$ cat src/rtl/tensor_core_instruction_sequencer.sv
// ---------------------------------------------------------------------------
// tensor_core_instruction_sequencer
//
// Buffers host instruction words in a small FIFO and issues them one per
// cycle to the tensor core controller. Operate instructions are followed by a
// fixed number of NOP cycles. Burst headers are followed by a fixed number of
// data beats: write bursts pass the next FIFO words through verbatim, and read
// bursts emit NOPs while the core returns data.
//
// Parameters
//   FIFO_DEPTH   instruction FIFO depth in words (power of two, >= 2)
//   BURST_BEATS  data beats that follow a burst header (>= 1)
//   OPERATE_GAP  NOP cycles inserted after each operate instruction
//
// Ports
//   clock_in                 single rising-edge clock
//   reset_in                 synchronous active-high reset
//   instr_valid_in           host word on instr_data_in is valid
//   instr_data_in[15:0]      host instruction or burst data word
//   instr_ready_out          FIFO can accept a word (not full)
//   enable_in                permits new instruction issue from ISSUE state
//   current_instruction_out  registered instruction to the core controller
//   busy_out                 sequence in progress or words still queued
//   underrun_error_out       sticky: a write burst ran out of data words
//   illegal_error_out        sticky: a burst used the reserved select 11
//   fifo_count_out           current FIFO occupancy
// ---------------------------------------------------------------------------
module tensor_core_instruction_sequencer #(
    parameter int FIFO_DEPTH  = 8,
    parameter int BURST_BEATS = 5,
    parameter int OPERATE_GAP = 2
) (
    input  logic                          clock_in,
    input  logic                          reset_in,
    input  logic                          instr_valid_in,
    input  logic [15:0]                   instr_data_in,
    output logic                          instr_ready_out,
    input  logic                          enable_in,
    output logic [15:0]                   current_instruction_out,
    output logic                          busy_out,
    output logic                          underrun_error_out,
    output logic                          illegal_error_out,
    output logic [$clog2(FIFO_DEPTH):0]   fifo_count_out
);

    localparam int PTR_W   = $clog2(FIFO_DEPTH);
    localparam int FCNT_W  = PTR_W + 1;
    localparam int CNT_MAX = (BURST_BEATS > OPERATE_GAP) ? BURST_BEATS : OPERATE_GAP;
    localparam int CNT_W   = (CNT_MAX < 2) ? 1 : $clog2(CNT_MAX + 1);

    typedef enum logic [1:0] {
        ST_ISSUE    = 2'd0,
        ST_BURST_WR = 2'd1,
        ST_BURST_RD = 2'd2,
        ST_GAP      = 2'd3
    } state_t;

    // ------------------------------------------------------------------
    // Instruction FIFO
    // ------------------------------------------------------------------
    logic [15:0]       fifo_mem [FIFO_DEPTH];
    logic [PTR_W-1:0]  wr_ptr;
    logic [PTR_W-1:0]  rd_ptr;
    logic [FCNT_W-1:0] fifo_count;
    logic              fifo_full;
    logic              fifo_empty;
    logic              push;
    logic              pop;
    logic [15:0]       fifo_head;

    assign fifo_full       = (fifo_count == FCNT_W'(FIFO_DEPTH));
    assign fifo_empty      = (fifo_count == '0);
    assign push            = instr_valid_in && !fifo_full;
    assign fifo_head       = fifo_mem[rd_ptr];
    assign instr_ready_out = !fifo_full;
    assign fifo_count_out  = fifo_count;

    // Storage needs no reset; the pointers alone define what is valid.
    always_ff @(posedge clock_in) begin
        if (push) begin
            fifo_mem[wr_ptr] <= instr_data_in;
        end
    end

    // Pointers wrap naturally because the depth is a power of two.
    always_ff @(posedge clock_in) begin
        if (reset_in) begin
            wr_ptr     <= '0;
            rd_ptr     <= '0;
            fifo_count <= '0;
        end else begin
            if (push) begin
                wr_ptr <= wr_ptr + 1'b1;
            end
            if (pop) begin
                rd_ptr <= rd_ptr + 1'b1;
            end
            case ({push, pop})
                2'b10:   fifo_count <= fifo_count + 1'b1;
                2'b01:   fifo_count <= fifo_count - 1'b1;
                default: fifo_count <= fifo_count;
            endcase
        end
    end

    // ------------------------------------------------------------------
    // Issue FSM
    // ------------------------------------------------------------------
    state_t           state;
    state_t           state_next;
    logic [CNT_W-1:0] beat_cnt;
    logic [CNT_W-1:0] beat_cnt_next;
    logic [15:0]      instr_next;
    logic             underrun_next;
    logic             illegal_next;

    always_ff @(posedge clock_in) begin
        if (reset_in) begin
            state                   <= ST_ISSUE;
            beat_cnt                <= '0;
            current_instruction_out <= 16'h0000;
            underrun_error_out      <= 1'b0;
            illegal_error_out       <= 1'b0;
        end else begin
            state                   <= state_next;
            beat_cnt                <= beat_cnt_next;
            current_instruction_out <= instr_next;
            underrun_error_out      <= underrun_next;
            illegal_error_out       <= illegal_next;
        end
    end

    always_comb begin
        state_next    = state;
        beat_cnt_next = beat_cnt;
        instr_next    = 16'h0000;
        pop           = 1'b0;
        underrun_next = underrun_error_out;
        illegal_next  = illegal_error_out;

        case (state)
            ST_ISSUE: begin
                if (enable_in && !fifo_empty) begin
                    pop        = 1'b1;
                    instr_next = fifo_head;
                    case (fifo_head[1:0])
                        2'b10: begin
                            case (fifo_head[3:2])
                                2'b11: begin
                                    // Reserved select: squash the word, keep issuing.
                                    instr_next   = 16'h0000;
                                    illegal_next = 1'b1;
                                end
                                2'b00: begin
                                    state_next    = ST_BURST_RD;
                                    beat_cnt_next = CNT_W'(BURST_BEATS);
                                end
                                default: begin
                                    state_next    = ST_BURST_WR;
                                    beat_cnt_next = CNT_W'(BURST_BEATS);
                                end
                            endcase
                        end
                        2'b01: begin
                            if (OPERATE_GAP > 0) begin
                                state_next    = ST_GAP;
                                beat_cnt_next = CNT_W'(OPERATE_GAP);
                            end
                        end
                        default: begin
                        end
                    endcase
                end
            end

            ST_BURST_WR: begin
                // Data beats bypass decode and ignore enable_in; a missing
                // word still burns its beat so the burst length is fixed.
                if (!fifo_empty) begin
                    pop        = 1'b1;
                    instr_next = fifo_head;
                end else begin
                    underrun_next = 1'b1;
                end
                beat_cnt_next = beat_cnt - 1'b1;
                if (beat_cnt <= CNT_W'(1)) begin
                    state_next = ST_ISSUE;
                end
            end

            default: begin
                // BURST_RD and GAP both emit NOPs and leave the FIFO alone.
                beat_cnt_next = beat_cnt - 1'b1;
                if (beat_cnt <= CNT_W'(1)) begin
                    state_next = ST_ISSUE;
                end
            end
        endcase
    end

    assign busy_out = (state != ST_ISSUE) || !fifo_empty;

endmodule
$ cat config.mk
export PLATFORM = sky130hd
export DESIGN_NAME = tensor_core_instruction_sequencer
export DESIGN_NICKNAME = d
export VERILOG_FILES = /design/src/rtl/tensor_core_instruction_sequencer.sv
export SDC_FILE = /design/constraint.sdc
export NUM_CORES = 1
export LEC_CHECK = 0
export ABC_AREA = 1
export CAP_MARGIN = 40
export CORE_UTILIZATION = 50
export CTS_CLUSTER_SIZE = 25
export DETAILED_ROUTE_END_ITERATION = 10
export DONT_BUFFER_PORTS = 1
export MAX_ROUTING_LAYER = met4
export PLACE_DENSITY = 0.74
export REMOVE_ABC_BUFFERS = 1
export SLEW_MARGIN = 20
export SYNTH_ARGS = -nofsm -noshare
export SYNTH_HDL_FRONTEND = slang
export SYNTH_SLANG_ARGS = --single-unit
export TNS_END_PERCENT = 50
$ cat constraint.sdc
create_clock -name clock_in -period 4.8 [get_ports clock_in]
set_input_delay 0.96 -clock clock_in [delete_from_list [all_inputs] [get_ports clock_in]]
set_output_delay 0.96 -clock clock_in [all_outputs]
set_load 0.05 [all_outputs]
# Word level (Yosys, flattened, before mapping)
# Memory sizes are Yosys's and may differ from the RTL's. A register that Yosys moved wholly into a read port is not among the register bits.
# Index checks and enable logic that the tools add are counted.
# word_totals
regBits	33
ram_bits	128
inputBits	20
out_inout_bits	24
wordCells	62
memories	1
# memory_table
memory	depth	width	rd	rd_clocked_by_memory_dff	wr	line	text
fifo_mem	8	16	1	1	1	61	logic [15:0] fifo_mem [FIFO_DEPTH];
# classes
add_sub_neg	5
order_cmp	1
n_eq_ne	10
mux	22
reduce_logical	15
# op_table
op	count
$mux 16	4
$pmux 16 s2	1
$mux 3	5
$pmux 2 s2	2
$pmux 4 s2	1
$reduce_and 4->1	2
$add 3x1->3 const B	2
$eq 2x1->1 const B	3
$eq 2x2->1 const B	3
$mux 2	3
$pmux 3 s2	1
$reduce_bool 2->1	3
$add 4x1->4 const B	1
$eq 4x4->1 const B	1
$logic_not 2->1	2
$logic_not 4->1	1
$mux 1	4
$sub 4x1->4 const B	1
$le 3x1->1 const B	1
$ne 3x1->1 const B	1
$ne 3x3->1 const B	1
$reduce_and 3->1	1
$sub 3x1->3 const B	1
$logic_and 1x1->1	2
other kinds (5)	6

# Depth between registers and ports, before layout
# logic_depth
ltp_word	7
mapped_depth	13
mapped_depth_nobuf	13

# Least setup slack after synthesis
# No wires, ideal clock.
# synth_timing
path_type	reg2reg
from	register fifo_count[2], in the netlist fifo_count_out[2]
to	memory fifo_mem[0][0], enable pin
setup_ps	388
arrival_ps	2429
slack_ps	1982
path_stages_with_launch	7
path_buffers	0
synth_period_minus_slack_ps	2818
path_cell_list	dfxtp_1 inv_1 nand3_1 nand2_1 inv_1 nand2_1 nor2_1
# synth_between
elab_chain_len	5
# synth_rtl
element	line	text
start, declared	64	logic [FCNT_W-1:0] fifo_count;
start signal, assigned	99	2'b10: fifo_count <= fifo_count + 1'b1;
start signal, assigned	100	2'b01: fifo_count <= fifo_count - 1'b1;
start signal, assigned	101	default: fifo_count <= fifo_count;
$eq 4x4->1	71	assign fifo_full = (fifo_count == FCNT_W'(FIFO_DEPTH));
$logic_not 1->1	-	
via instr_ready_out	37	output logic instr_ready_out,
$logic_and 1x1->1	73	assign push = instr_valid_in && !fifo_full;
$mux 1	80	if (push) begin
$mux 1 (implied by the code)	81	fifo_mem[wr_ptr] <= instr_data_in;
end, declared	61	
# The timed path passes the listed nets, and every way through them passes these cells.

# Worst setup path in the final report
# layout_timing
from	register fifo_count[1], in the netlist fifo_count_out[1]
to	register fifo_count[3], in the netlist fifo_count_out[3]
# layout_between
elab_cells_between_ends	15
cone_classes	add/sub: 2; eq/ne: 3; mux: 4; reduce/logical: 6
# layout_lines
element	line	text
$eq 4x4->1 *	71	
$logic_not 1->1 *	-	
via instr_ready_out	37	
$logic_and 1x1->1 *	73	
$eq 2x1->1 or $eq 2x2->1 (tied branches)	98	case ({push, pop})
$pmux 4 s2 or $reduce_bool 2->1 (tied branches)	-	
# The timed path passes the listed nets; every way through them passes the cells marked *.
# A chain may end at the register's enable or synchronous reset.

==> results_dict.tcl <==
set metrics [dict create \
    status "completed" \
    place.gp.congestion 0.766 \
    drt_iter0_drc 307 \
    antenna_found_initial 0 \
    leakage_uw 0.00272 \
    path_cells "nor2_1 > nand3_1 > nand2_1 > ha_1 > xor2_1 > nand3_1 > a21oi_1 > o21ai_0 > o21ai_0 > a21oi_1" \
    fin_crit_ns 2.88 \
    critical_path_required_ns 5.11 \
    die_w_um 117 \
    tns_ns 0 \
    fp.dieH_um 117 \
    fin_nets 608 \
    drcViolationCount 0 \
    p_total_uw 4190 \
    yosys.cell_types.count 32 \
    min_period_over_period_pct 59.9 \
    start_util_pct 51.8 \
    clock_latency_ns 0.43 \
    cp-start-kind "register" \
    rsz0062_at_grt "false" \
    clock_sinks 164 \
    diodes 0 \
    fp.dieArea_um2 13600 \
    ys_ff_latch 164 \
    cts_tree "yes" \
    root_buffer "clkbuf_16" \
    worstHoldPathType "reg -> reg" \
    slew_headroom_pct 56.2 \
    path_max_fanout 7 \
    numCtsBuffers 17 \
    syn_area_per_cell_um2 11.5 \
    end_kind "register" \
    rows 41 \
    wl_per_cell_um 17.0 \
    finalHoldViolCount 0 \
    cts_setup_buffers 0 \
    max-cap-violations 0 \
    postCtsHoldBufs 0 \
    postCtsResizedCells 0 \
    crit_slowest_cell "dfxtp_1" \
    coreArea_um2 12700 \
    dpl.hpwl_mm 7.39 \
    setup_viol 0 \
    syn-cell-area_um2 6590 \
    synth_cells 574 \
    ant_nets 0 \
    grt_pass1_wl_mm 20.4 \
    layout-drive-gt1-share_pct 12.6 \
    ioPinCount 44 \
    clock_path_buffers 2 \
    viasPerCell 5.49 \
    seq_area_frac_synth_pct 69.2 \
    h-tree-depth 4 \
    grt_start_max_net_pins 66 \
    first_global_vias 4121 \
    dr.pass1.iters 5 \
    fmax_ghz 0.348 \
    overflow 0 \
    syn2layout_area_growth_pct 11.4 \
    critPathMaxStageDelay_ns 0.74 \
    path_class "reg -> reg" \
    worstPathArrival_ns 3.19 \
    synth_warnings 0 \
    num_vias 4202 \
    clock_skew_ns 0.00670 \
    slew_viol_final 0 \
    fillers 1034 \
    path_clk_slew_ns 0.06 \
    tightestPinTransition_ns 0.657 \
    drt-total-wl_mm 13.1 \
    port_buffers 0 \
    vdd_drop_max_uv 302 \
    grtUsageTotal_pct 21.6 \
    powerDensity_nw_per_um2 571 \
]
==> kinds of logic (layout without fill, tap and decap cells) <==
kind of cell             count (synthesis)  count (layout)  synth area share [%]
AO/OA/AOI/OAI                          118             118                  9.98
buffers and inverters                   79              99                  5.13
flip-flops                             164             164                  69.2
XOR/XNOR                                 4               4                 0.532
adder cells (fa/ha/maj)                  7               7                  1.33
AND/OR/NAND/NOR                        202             202                  13.8
==> flip-flops by register name, summed over array words and instances (netlist names), named ones only <==
name	cells
fifo_mem	128
current_instruction_out	16
fifo_count_out	4
beat_cnt	3
rd_ptr	3
wr_ptr	3
state	2
illegal_error_out	1
underrun_error_out	1
==> Yosys cell counts (all sizes together) <==
cell,number,share of area (%)
buf,13,1.4
ha,7,1.3
edfxtp,128,58
a21oi,21,1.7
a31oi,3,0.28
and3,1,0.095
inv,55,3.1
xor2,2,0.27
o21ai,70,5.3
nand3,29,2.4
o221ai,12,1.6
nand4,1,0.095
and2,1,0.095
nor3,2,0.23
clkbuf,11,0.63
dfxtp,36,11
or2,1,0.095
nand2,81,5.1
nor2,86,5.8
xnor2,2,0.27
o22ai,12,1.1
==> placed cells by master (no fill, tap or decap), types with 3 or more instances in the layout <==
| cell | synthesis | layout |
|---|---|---|
| nor2_2 | 10 | 10 |
| edfxtp_1 | 128 | 128 |
| nor2_1 | 73 | 73 |
| o22ai_1 | 12 | 12 |
| o21ai_0 | 69 | 69 |
| inv_2 | 4 | 4 |
| o221ai_1 | 12 | 12 |
| clkbuf_8 | 0 | 3 |
| nand2_1 | 73 | 73 |
| clkbuf_16 | 0 | 17 |
| clkinv_4 | 0 | 3 |
| a31oi_1 | 3 | 3 |
| inv_1 | 51 | 51 |
| buf_4 | 0 | 11 |
| a21oi_1 | 20 | 20 |
| nand2_2 | 6 | 6 |
| ha_1 | 7 | 7 |
| clkinvlp_4 | 0 | 3 |
| inv_6 | 0 | 3 |
| nand3_1 | 27 | 27 |
| dfxtp_1 | 36 | 35 |
==> worst max-delay path, delay by kind of cell (launching register included) <==
family	cells	cell delay (ns)
AOI/OAI and AO/OA	4	0.48
adders and majority gates	1	0.33
xor gates and xnor gates	1	0.22
DFF	1	0.74
and+or+nand+nor	4	0.99
==> final timing paths <==
check / startpoint / endpoint / slack, ns / cells after the start
setup reg to reg: fifo_count_out[1] / fifo_count_out[3] / 1.92 / 10
hold reg to reg: beat_cnt[1] / beat_cnt[1] / 0.46 / 2
hold / removal: beat_cnt[1] / beat_cnt[1] / 0.46 / 2
setup / recovery: fifo_count_out[1] / fifo_count_out[3] / 1.92 / 10
==> through the flow <==
stage,worst slack [ns],utilization [%],instance area (µm²),std cells,hold slack [ns]
6_report,1.92,57.7,7340,766,0.455
5_1_grt,1.74,57.7,7340,766,0.487
4_1_cts,1.93,57.7,7340,766,0.457
3_5_place_dp,1.94,53.3,6780,734,0.447
3_3_place_gp,2.03,53.1,6760,733,0.443
2_1_floorplan,1.84,-,6460,550,0.433
==> cell type report <==
type	count	area (µm²)	area share, %
tap	172	215	2.93
timing repair buffer	12	103	1.40
multi-input combinational	331	1690	23.0
clock inverter	12	96.3	1.31
clock buffer	20	467	6.36
inverter	55	206	2.81
sequential	164	4570	62.2
==> per-layer routing <==
layer | GRT usage [%] | vias up | wire length [µm]
met4 | 11.5 | 0 | 180
met5 | - | - | 0
met2 | 35.7 | 146 | 6680
met3 | 4.99 | 14 | 909
met1 | 24.5 | 2032 | 5280
li1 | - | 2010 | -
==> report_power, final <==
part | switching [µW] | total, µW | internal (µW)
Combinational | 681 | 970 | 289
Sequential | 288 | 1960 | 1670
Clock | 550 | 1260 | 710
Total | 1520 | 4190 | 2670
No activity file was read; power rests on OpenSTA's default activity.
